[src/rtl/mem_ctrl_pkg.sv]
// Shared types and constants for the mem_access_ctrl block: FSM state
// encoding, default widths and request-to-response latencies.
package mem_ctrl_pkg;

   localparam int DEF_ADDRESS_W = 2;
   localparam int DEF_DATA_W    = 8;
   localparam int DEF_NUM_REQ   = 2;

   // Cycles from the accept cycle to the rsp_valid cycle.
   localparam int LAT_WR_SINGLE = 2;
   localparam int LAT_RD_SINGLE = 3;
   localparam int LAT_WR_DUAL   = 3;
   localparam int LAT_RD_DUAL   = 4;

   typedef enum logic [2:0] {
      IDLE   = 3'd0,
      ISSUE0 = 3'd1,
      ISSUE1 = 3'd2,
      DRAIN  = 3'd3,
      DONE   = 3'd4
   } state_t;

   // Expected latency of a request type.
   function automatic int rsp_latency(input logic write, input logic dual);
      if (write) return dual ? LAT_WR_DUAL : LAT_WR_SINGLE;
      return dual ? LAT_RD_DUAL : LAT_RD_SINGLE;
   endfunction

endpackage

[src/rtl/mem_access_ctrl_rr_arbiter.sv]
// Round-robin arbiter: picks the first valid requester after the most
// recently granted one. The pointer only moves when a grant is accepted.
module rr_arbiter #(
   parameter  int NUM_REQ = 2,
   localparam int PTR_W   = $clog2(NUM_REQ)
) (
   input  logic               clk,
   input  logic               rst,
   input  logic [NUM_REQ-1:0] valid,
   input  logic               accept,
   output logic [NUM_REQ-1:0] grant,
   output logic [PTR_W-1:0]   grant_idx
);

   logic [PTR_W-1:0] ptr;
   logic [PTR_W-1:0] idx;
   logic             found;

   // Scan requesters starting just after the pointer; first valid one wins.
   always_comb begin
      // NOTE: every variable gets a default first so no path leaves it unassigned (no latch).
      grant     = '0;
      grant_idx = '0;
      idx       = '0;
      found     = 1'b0;
      for (int k = 1; k <= NUM_REQ; k++) begin
         idx = PTR_W'((int'(ptr) + k) % NUM_REQ);
         if (!found && valid[idx]) begin
            grant[idx] = 1'b1;
            grant_idx  = idx;
            found      = 1'b1;
         end
      end
   end

   // Pointer holds the last granted requester; reset makes requester 0 first.
   always_ff @(posedge clk or negedge rst) begin
      // NOTE: sequential state uses non-blocking assignments so all flops update together.
      if (!rst) begin
         ptr <= PTR_W'(NUM_REQ - 1);
      end else if (accept) begin
         ptr <= grant_idx;
      end
   end

endmodule

[src/rtl/mem_access_ctrl.sv]
// Multi-requester controller sharing one single-port, registered-read memory.
// Requests are arbitrated round-robin and executed as one or two single-beat
// device accesses; the device dual enables are never used.
// Optional per-requester accept counters: define MEM_ACCESS_CTRL_GRANT_CNT_EN.
module mem_access_ctrl
   import mem_ctrl_pkg::*;
#(
   parameter  int ADDRESS_W = DEF_ADDRESS_W,
   parameter  int DATA_W    = DEF_DATA_W,
   parameter  int NUM_REQ   = DEF_NUM_REQ,
   localparam int PTR_W     = $clog2(NUM_REQ)
) (
   input  logic                          clk,
   input  logic                          rst,
`ifdef MEM_ACCESS_CTRL_GRANT_CNT_EN
   output logic [NUM_REQ*16-1:0]         grant_cnt,
`endif
   input  logic [NUM_REQ-1:0]            req_valid,
   output logic [NUM_REQ-1:0]            req_ready,
   input  logic [NUM_REQ-1:0]            req_write,
   input  logic [NUM_REQ-1:0]            req_dual,
   input  logic [NUM_REQ*ADDRESS_W-1:0]  req_addr,
   input  logic [NUM_REQ*2*DATA_W-1:0]   req_wdata,
   output logic [NUM_REQ-1:0]            rsp_valid,
   output logic [2*DATA_W-1:0]           rsp_rdata,
   output logic [ADDRESS_W-1:0]          mem_address,
   output logic                          mem_write_en,
   output logic                          mem_read_en,
   output logic                          mem_write_dual_en,
   output logic                          mem_read_dual_en,
   output logic [DATA_W-1:0]             mem_data_wr,
   input  logic [DATA_W-1:0]             mem_data_rd
);

   localparam logic [NUM_REQ-1:0] ONE = NUM_REQ'(1);

   state_t                  state;
   logic [PTR_W-1:0]        owner;
   logic                    write_q;
   logic                    dual_q;
   logic [ADDRESS_W-1:0]    addr_q;
   logic [DATA_W-1:0]       wdata_hi_q;

   logic [NUM_REQ-1:0]      grant;
   logic [PTR_W-1:0]        win_idx;
   logic                    accept;

   logic                    sel_write;
   logic                    sel_dual;
   logic [ADDRESS_W-1:0]    sel_addr;
   logic [2*DATA_W-1:0]     sel_wdata;

   assign mem_write_dual_en = 1'b0;
   assign mem_read_dual_en  = 1'b0;

   rr_arbiter #(
      .NUM_REQ (NUM_REQ)
   ) u_arb (
      .clk       (clk),
      .rst       (rst),
      .valid     (req_valid),
      .accept    (accept),
      .grant     (grant),
      .grant_idx (win_idx)
   );

   assign req_ready = (state == IDLE) ? grant : '0;
   assign accept    = |(req_valid & req_ready);

   // Route the winning requester's fields to the latch point.
   always_comb begin
      sel_write = 1'b0;
      sel_dual  = 1'b0;
      sel_addr  = '0;
      sel_wdata = '0;
      for (int i = 0; i < NUM_REQ; i++) begin
         if (grant[i]) begin
            sel_write = req_write[i];
            sel_dual  = req_dual[i];
            sel_addr  = req_addr[i*ADDRESS_W +: ADDRESS_W];
            sel_wdata = req_wdata[i*2*DATA_W +: 2*DATA_W];
         end
      end
   end

   // Transfer sequencer; device and response outputs are registered from the next state.
   always_ff @(posedge clk or negedge rst) begin
      if (!rst) begin
         state        <= IDLE;
         owner        <= '0;
         write_q      <= 1'b0;
         dual_q       <= 1'b0;
         addr_q       <= '0;
         wdata_hi_q   <= '0;
         rsp_valid    <= '0;
         rsp_rdata    <= '0;
         mem_address  <= '0;
         mem_write_en <= 1'b0;
         mem_read_en  <= 1'b0;
         mem_data_wr  <= '0;
      end else begin
         rsp_valid <= '0;
         case (state)
            IDLE: begin
               if (accept) begin
                  owner        <= win_idx;
                  write_q      <= sel_write;
                  dual_q       <= sel_dual;
                  addr_q       <= sel_addr;
                  wdata_hi_q   <= sel_wdata[2*DATA_W-1:DATA_W];
                  rsp_rdata    <= '0;
                  mem_address  <= sel_addr;
                  mem_write_en <= sel_write;
                  mem_read_en  <= !sel_write;
                  mem_data_wr  <= sel_wdata[DATA_W-1:0];
                  state        <= ISSUE0;
               end
            end
            ISSUE0: begin
               if (dual_q) begin
                  // Second beat: address wraps naturally at ADDRESS_W bits.
                  mem_address <= addr_q + ADDRESS_W'(1);
                  mem_data_wr <= wdata_hi_q;
                  state       <= ISSUE1;
               end else begin
                  mem_write_en <= 1'b0;
                  mem_read_en  <= 1'b0;
                  mem_address  <= '0;
                  mem_data_wr  <= '0;
                  if (write_q) begin
                     rsp_valid <= ONE << owner;
                     state     <= DONE;
                  end else begin
                     state <= DRAIN;
                  end
               end
            end
            ISSUE1: begin
               mem_write_en <= 1'b0;
               mem_read_en  <= 1'b0;
               mem_address  <= '0;
               mem_data_wr  <= '0;
               if (write_q) begin
                  rsp_valid <= ONE << owner;
                  state     <= DONE;
               end else begin
                  // Beat0 read data arrives while beat1 is being issued.
                  rsp_rdata[DATA_W-1:0] <= mem_data_rd;
                  state                 <= DRAIN;
               end
            end
            DRAIN: begin
               if (dual_q) rsp_rdata[2*DATA_W-1:DATA_W] <= mem_data_rd;
               else        rsp_rdata[DATA_W-1:0]        <= mem_data_rd;
               rsp_valid <= ONE << owner;
               state     <= DONE;
            end
            DONE: begin
               state <= IDLE;
            end
            default: begin
               state <= IDLE;
            end
         endcase
      end
   end

`ifdef MEM_ACCESS_CTRL_GRANT_CNT_EN
   // Saturating per-requester count of accepted requests.
   always_ff @(posedge clk or negedge rst) begin
      if (!rst) begin
         grant_cnt <= '0;
      end else if (accept) begin
         for (int i = 0; i < NUM_REQ; i++) begin
            if (grant[i] && (grant_cnt[i*16 +: 16] != 16'hFFFF)) begin
               grant_cnt[i*16 +: 16] <= grant_cnt[i*16 +: 16] + 16'd1;
            end
         end
      end
   end
`endif

endmodule

[config.mk]
export PLATFORM = sky130hd
export DESIGN_NAME = mem_access_ctrl
export DESIGN_NICKNAME = d
export VERILOG_FILES = /design/src/rtl/mem_ctrl_pkg.sv /design/src/rtl/mem_access_ctrl_rr_arbiter.sv /design/src/rtl/mem_access_ctrl.sv
export SDC_FILE = /design/constraint.sdc
export NUM_CORES = 1
export LEC_CHECK = 0
export CELL_PAD_IN_SITES_DETAIL_PLACEMENT = 1
export CELL_PAD_IN_SITES_GLOBAL_PLACEMENT = 1
export CORE_MARGIN = 2
export CORE_UTILIZATION = 29
export DETAILED_ROUTE_END_ITERATION = 8
export PLACE_DENSITY = 0.85
export SYNTH_ARGS = -nofsm -noshare
export SYNTH_HDL_FRONTEND = slang
export SYNTH_SLANG_ARGS = --single-unit
[constraint.sdc]
create_clock -name clk -period 1.7 [get_ports clk]
set_clock_uncertainty 0.05 [all_clocks]
set_input_delay 0.34 -clock clk [delete_from_list [all_inputs] [get_ports clk]]
set_output_delay 0.34 -clock clk [all_outputs]
set_load 0.05 [all_outputs]
==> out/results.ini <==
[clocking]
clock-root-buffer = clkbuf_8
cts_sinks = 47
clk_latency_ns = 0.30
htreeDepth = 2
cts.path.max_buffers = 2
clk_pin_slew_ns = 0.09
cts_tree = done
numCtsBuffers = 5

[grt]
overflow = 0
grt_pass1_vias = 2371
grt_first_pass_wirelength_um = 11700
antenna_found_initial = 1
grt_max_degree = 34
grt_usage_pct = 17.8

[floorplan]
die_h_um = 92.6
die_area_um2 = 8570
die_x_um = 92.6
core_um2 = 7650
start_util_pct = 29.7
rows = 32
io_pins = 86

[cells_and_area]
fin_cells = 443
nets = 392
finish.instance_area_um2 = 3620
fillers = 866
drive_above_1_share_pct = 27.9
layout-area-overhead-vs-synth_pct = 59.4

[placed_design]
gp_congestion = 0.844
dpl.hpwl_um = 5330
post-place-ws_ns = -0.402
place_inst = 425
placed_area_um2 = 3320
port_buffers = 83

[sta]
fin_ws_ns = -0.0933
hold_violations = 0
period_share_pct = 105
maxSlewViolCount = 0
min_period_ns = 1.79
rsz0062_at_grt = yes
setup_viol = 6
fmax_mhz = 558

[worst_setup_path]
arrival_ns = 1.40
endpoint_kind = primary output
worstSetupPathType = reg2out
rr_startpoint = state[0]$_DFFE_PN0P_
reg2reg_depth = 7
rr_endpoint = rsp_rdata[7]$_DFFE_PN0P_
worstSetupStartpointType = register
critPathRequiredTime_ns = 1.31
rrSetupSlack_ns = -0.02
critPathMaxFanout = 3
startpoint = state[2]$_DFFE_PN0P_

[detailed_routing]
wire_per_inst_um = 17.2
vias_per_cell = 5.10
vias = 2258
dr.first_iter.drc_count = 71
wirelength_um = 7620
firstDrtPassIters = 4
drcViolationCount = 0
ant_nets = 0

[yosys]
syn_inst = 237
synthFlopType = dfrtp_1
synth_warnings = 0
synth_area_um2 = 2270
synthDistinctLibCells = 38
seq_area_frac_synth_pct = 51.8
synth_area_per_cell_um2 = 9.60
synthArstFlopShare_pct = 100
synth-edff-count = 0
ys_seq_elements = 47

[worst_hold_path]
min_from = owner$_DFFE_PN0P_
hold_path.class = reg2reg
holdPathStages = 1
whs_endpoint = rsp_valid[0]$_DFF_PN0_

[power]
powerDensity_nw_per_um2 = 2070
power_leakage_nw = 1.56
peakVddDrop_v = 0.000685

[outcome]
failed_checks = negative setup slack
outcome = complete, but fails checks

[run]
drv_cap = 0

how the worst max path moves through the flow:
| stage | endpoint | slack [ns] | cells past startpoint |
|---|---|---|---|
| after floorplan | req_ready[1] | 0.01 | 3 |
| after global placement | write_q$_DFFE_PN0P_ | -0.29 | 5 |
| after detailed placement | write_q$_DFFE_PN0P_ | -0.40 | 5 |
| after CTS | req_ready[0] | -0.13 | 3 |
| after global routing | req_ready[0] | -0.15 | 3 |
| final | req_ready[0] | -0.09 | 3 |
synthesized netlist by cell type (5+ instances only):
master | instances | area [µm²]
a21oi_1 | 24 | 120
a22oi_1 | 8 | 60.1
a32o_1 | 8 | 80.1
a32oi_1 | 12 | 105
buf_2 | 9 | 45.0
clkbuf_1 | 5 | 18.8
dfrtp_1 | 46 | 1150
inv_1 | 10 | 37.5
mux2i_1 | 9 | 90.1
nand2_1 | 29 | 109
nand2b_1 | 5 | 31.3
nor2_1 | 27 | 101
o21ai_0 | 9 | 45.0
worst max-delay path, cell delays in order (launching register included):
cell,delay (ns)
dfrtp_1,0.42
or3_4,0.42
nor2_4,0.12
buf_12,0.14
registers in the layout (all words and copies together), names as in the netlist:
signal and flops:
dual_q 1, mem_read_en 1, mem_write_en 1, owner 1, write_q 1, mem_address 2
rsp_valid 2, addr_q 2, wdata_hi_q 8, rsp_rdata 16, mem_data_wr 8, u_arb.ptr 1
state 3
metrics by stage:
| step | hold slack [ns] | utilization [%] | TNS (ns) | power [mW] |
|---|---|---|---|---|
| floorplan | -0.00559 | - | 0 | 4.72 |
| detailed placement | 0.224 | 43.4 | -10.86 | 6.28 |
| CTS | 0.399 | 45.8 | -0.219 | 7.16 |
| finish | 0.395 | 47.4 | -0.222 | 7.49 |
| global route | 0.421 | 47.4 | -0.935 | 7.98 |
| global placement | 0.217 | 43.4 | -9.38 | 6.14 |
repair_timing:
action,in CTS,in global routing
hold buffers,1,0
buffers inserted,7,2
cloned,0,2
resized for setup,13,25
hold endpoints to repair,14,0
pin swaps,2,1
setup endpoints to repair,10,34
layout make-up:
cell class                      instances  area [µm²]  share of cell area [%]
Sequential cell                        47        1180                    32.6
Multi-Input combinational cell        162        1100                    30.2
Timing Repair Buffer                  114        1090                    30.2
Tap cell                              102         128                    3.52
Clock buffer                            6        82.6                    2.28
Inverter                               10        37.5                    1.04
Clock inverter                          1        5.00                   0.138
Antenna cell                            1        2.50                  0.0690
cell usage in the layout (no fill, tap or decap), types with 2 or more instances in the layout:
cell type	Yosys	routed
o21ai_1	2	6
nand2_1	29	28
dlygate4sd2_1	0	2
dfrtp_2	0	2
nor2b_1	3	2
a22oi_1	8	8
a21oi_1	24	23
dfrtp_1	46	44
conb_1	1	2
buf_12	0	6
buf_4	3	49
a21oi_4	1	2
a21o_1	3	2
nand2b_1	5	3
clkbuf_8	0	6
or3_4	1	2
buf_6	0	4
inv_1	10	10
clkdlybuf4s50_1	0	48
a32oi_1	12	11
mux2i_1	9	8
nor2_1	27	25
a32o_1	8	8
o21ai_0	9	4
where the power goes:
part | internal [mW] | switching, mW
sequential | 1.67 | 0.400
clock | 0.320 | 0.366
combinational | 1.91 | 2.83
total | 3.90 | 3.59
layer usage:
layer	track usage (%)	wire length (µm)	vias up
met3	5.61	538	12
li1	-	-	1042
met4	7.21	163	0
met1	18.9	2970	1108
met2	32.4	3950	96
met5	0	0	-
logic make-up (layout without fill, tap and decap cells):
| logic type | Yosys count | count (layout) | share of synthesized area [%] |
|---|---|---|---|
| AO/OA/AOI/OAI | 75 | 75 | 22.9 |
| multiplexers | 9 | 9 | 3.96 |
| flip-flops | 47 | 47 | 51.8 |
| AND/OR/NAND/NOR | 75 | 75 | 15.0 |
| buffers and inverters | 29 | 131 | 5.78 |
| other | 1 | 3 | 0.165 |
| XOR/XNOR | 1 | 1 | 0.385 |
(Power assumes the default switching activity.)
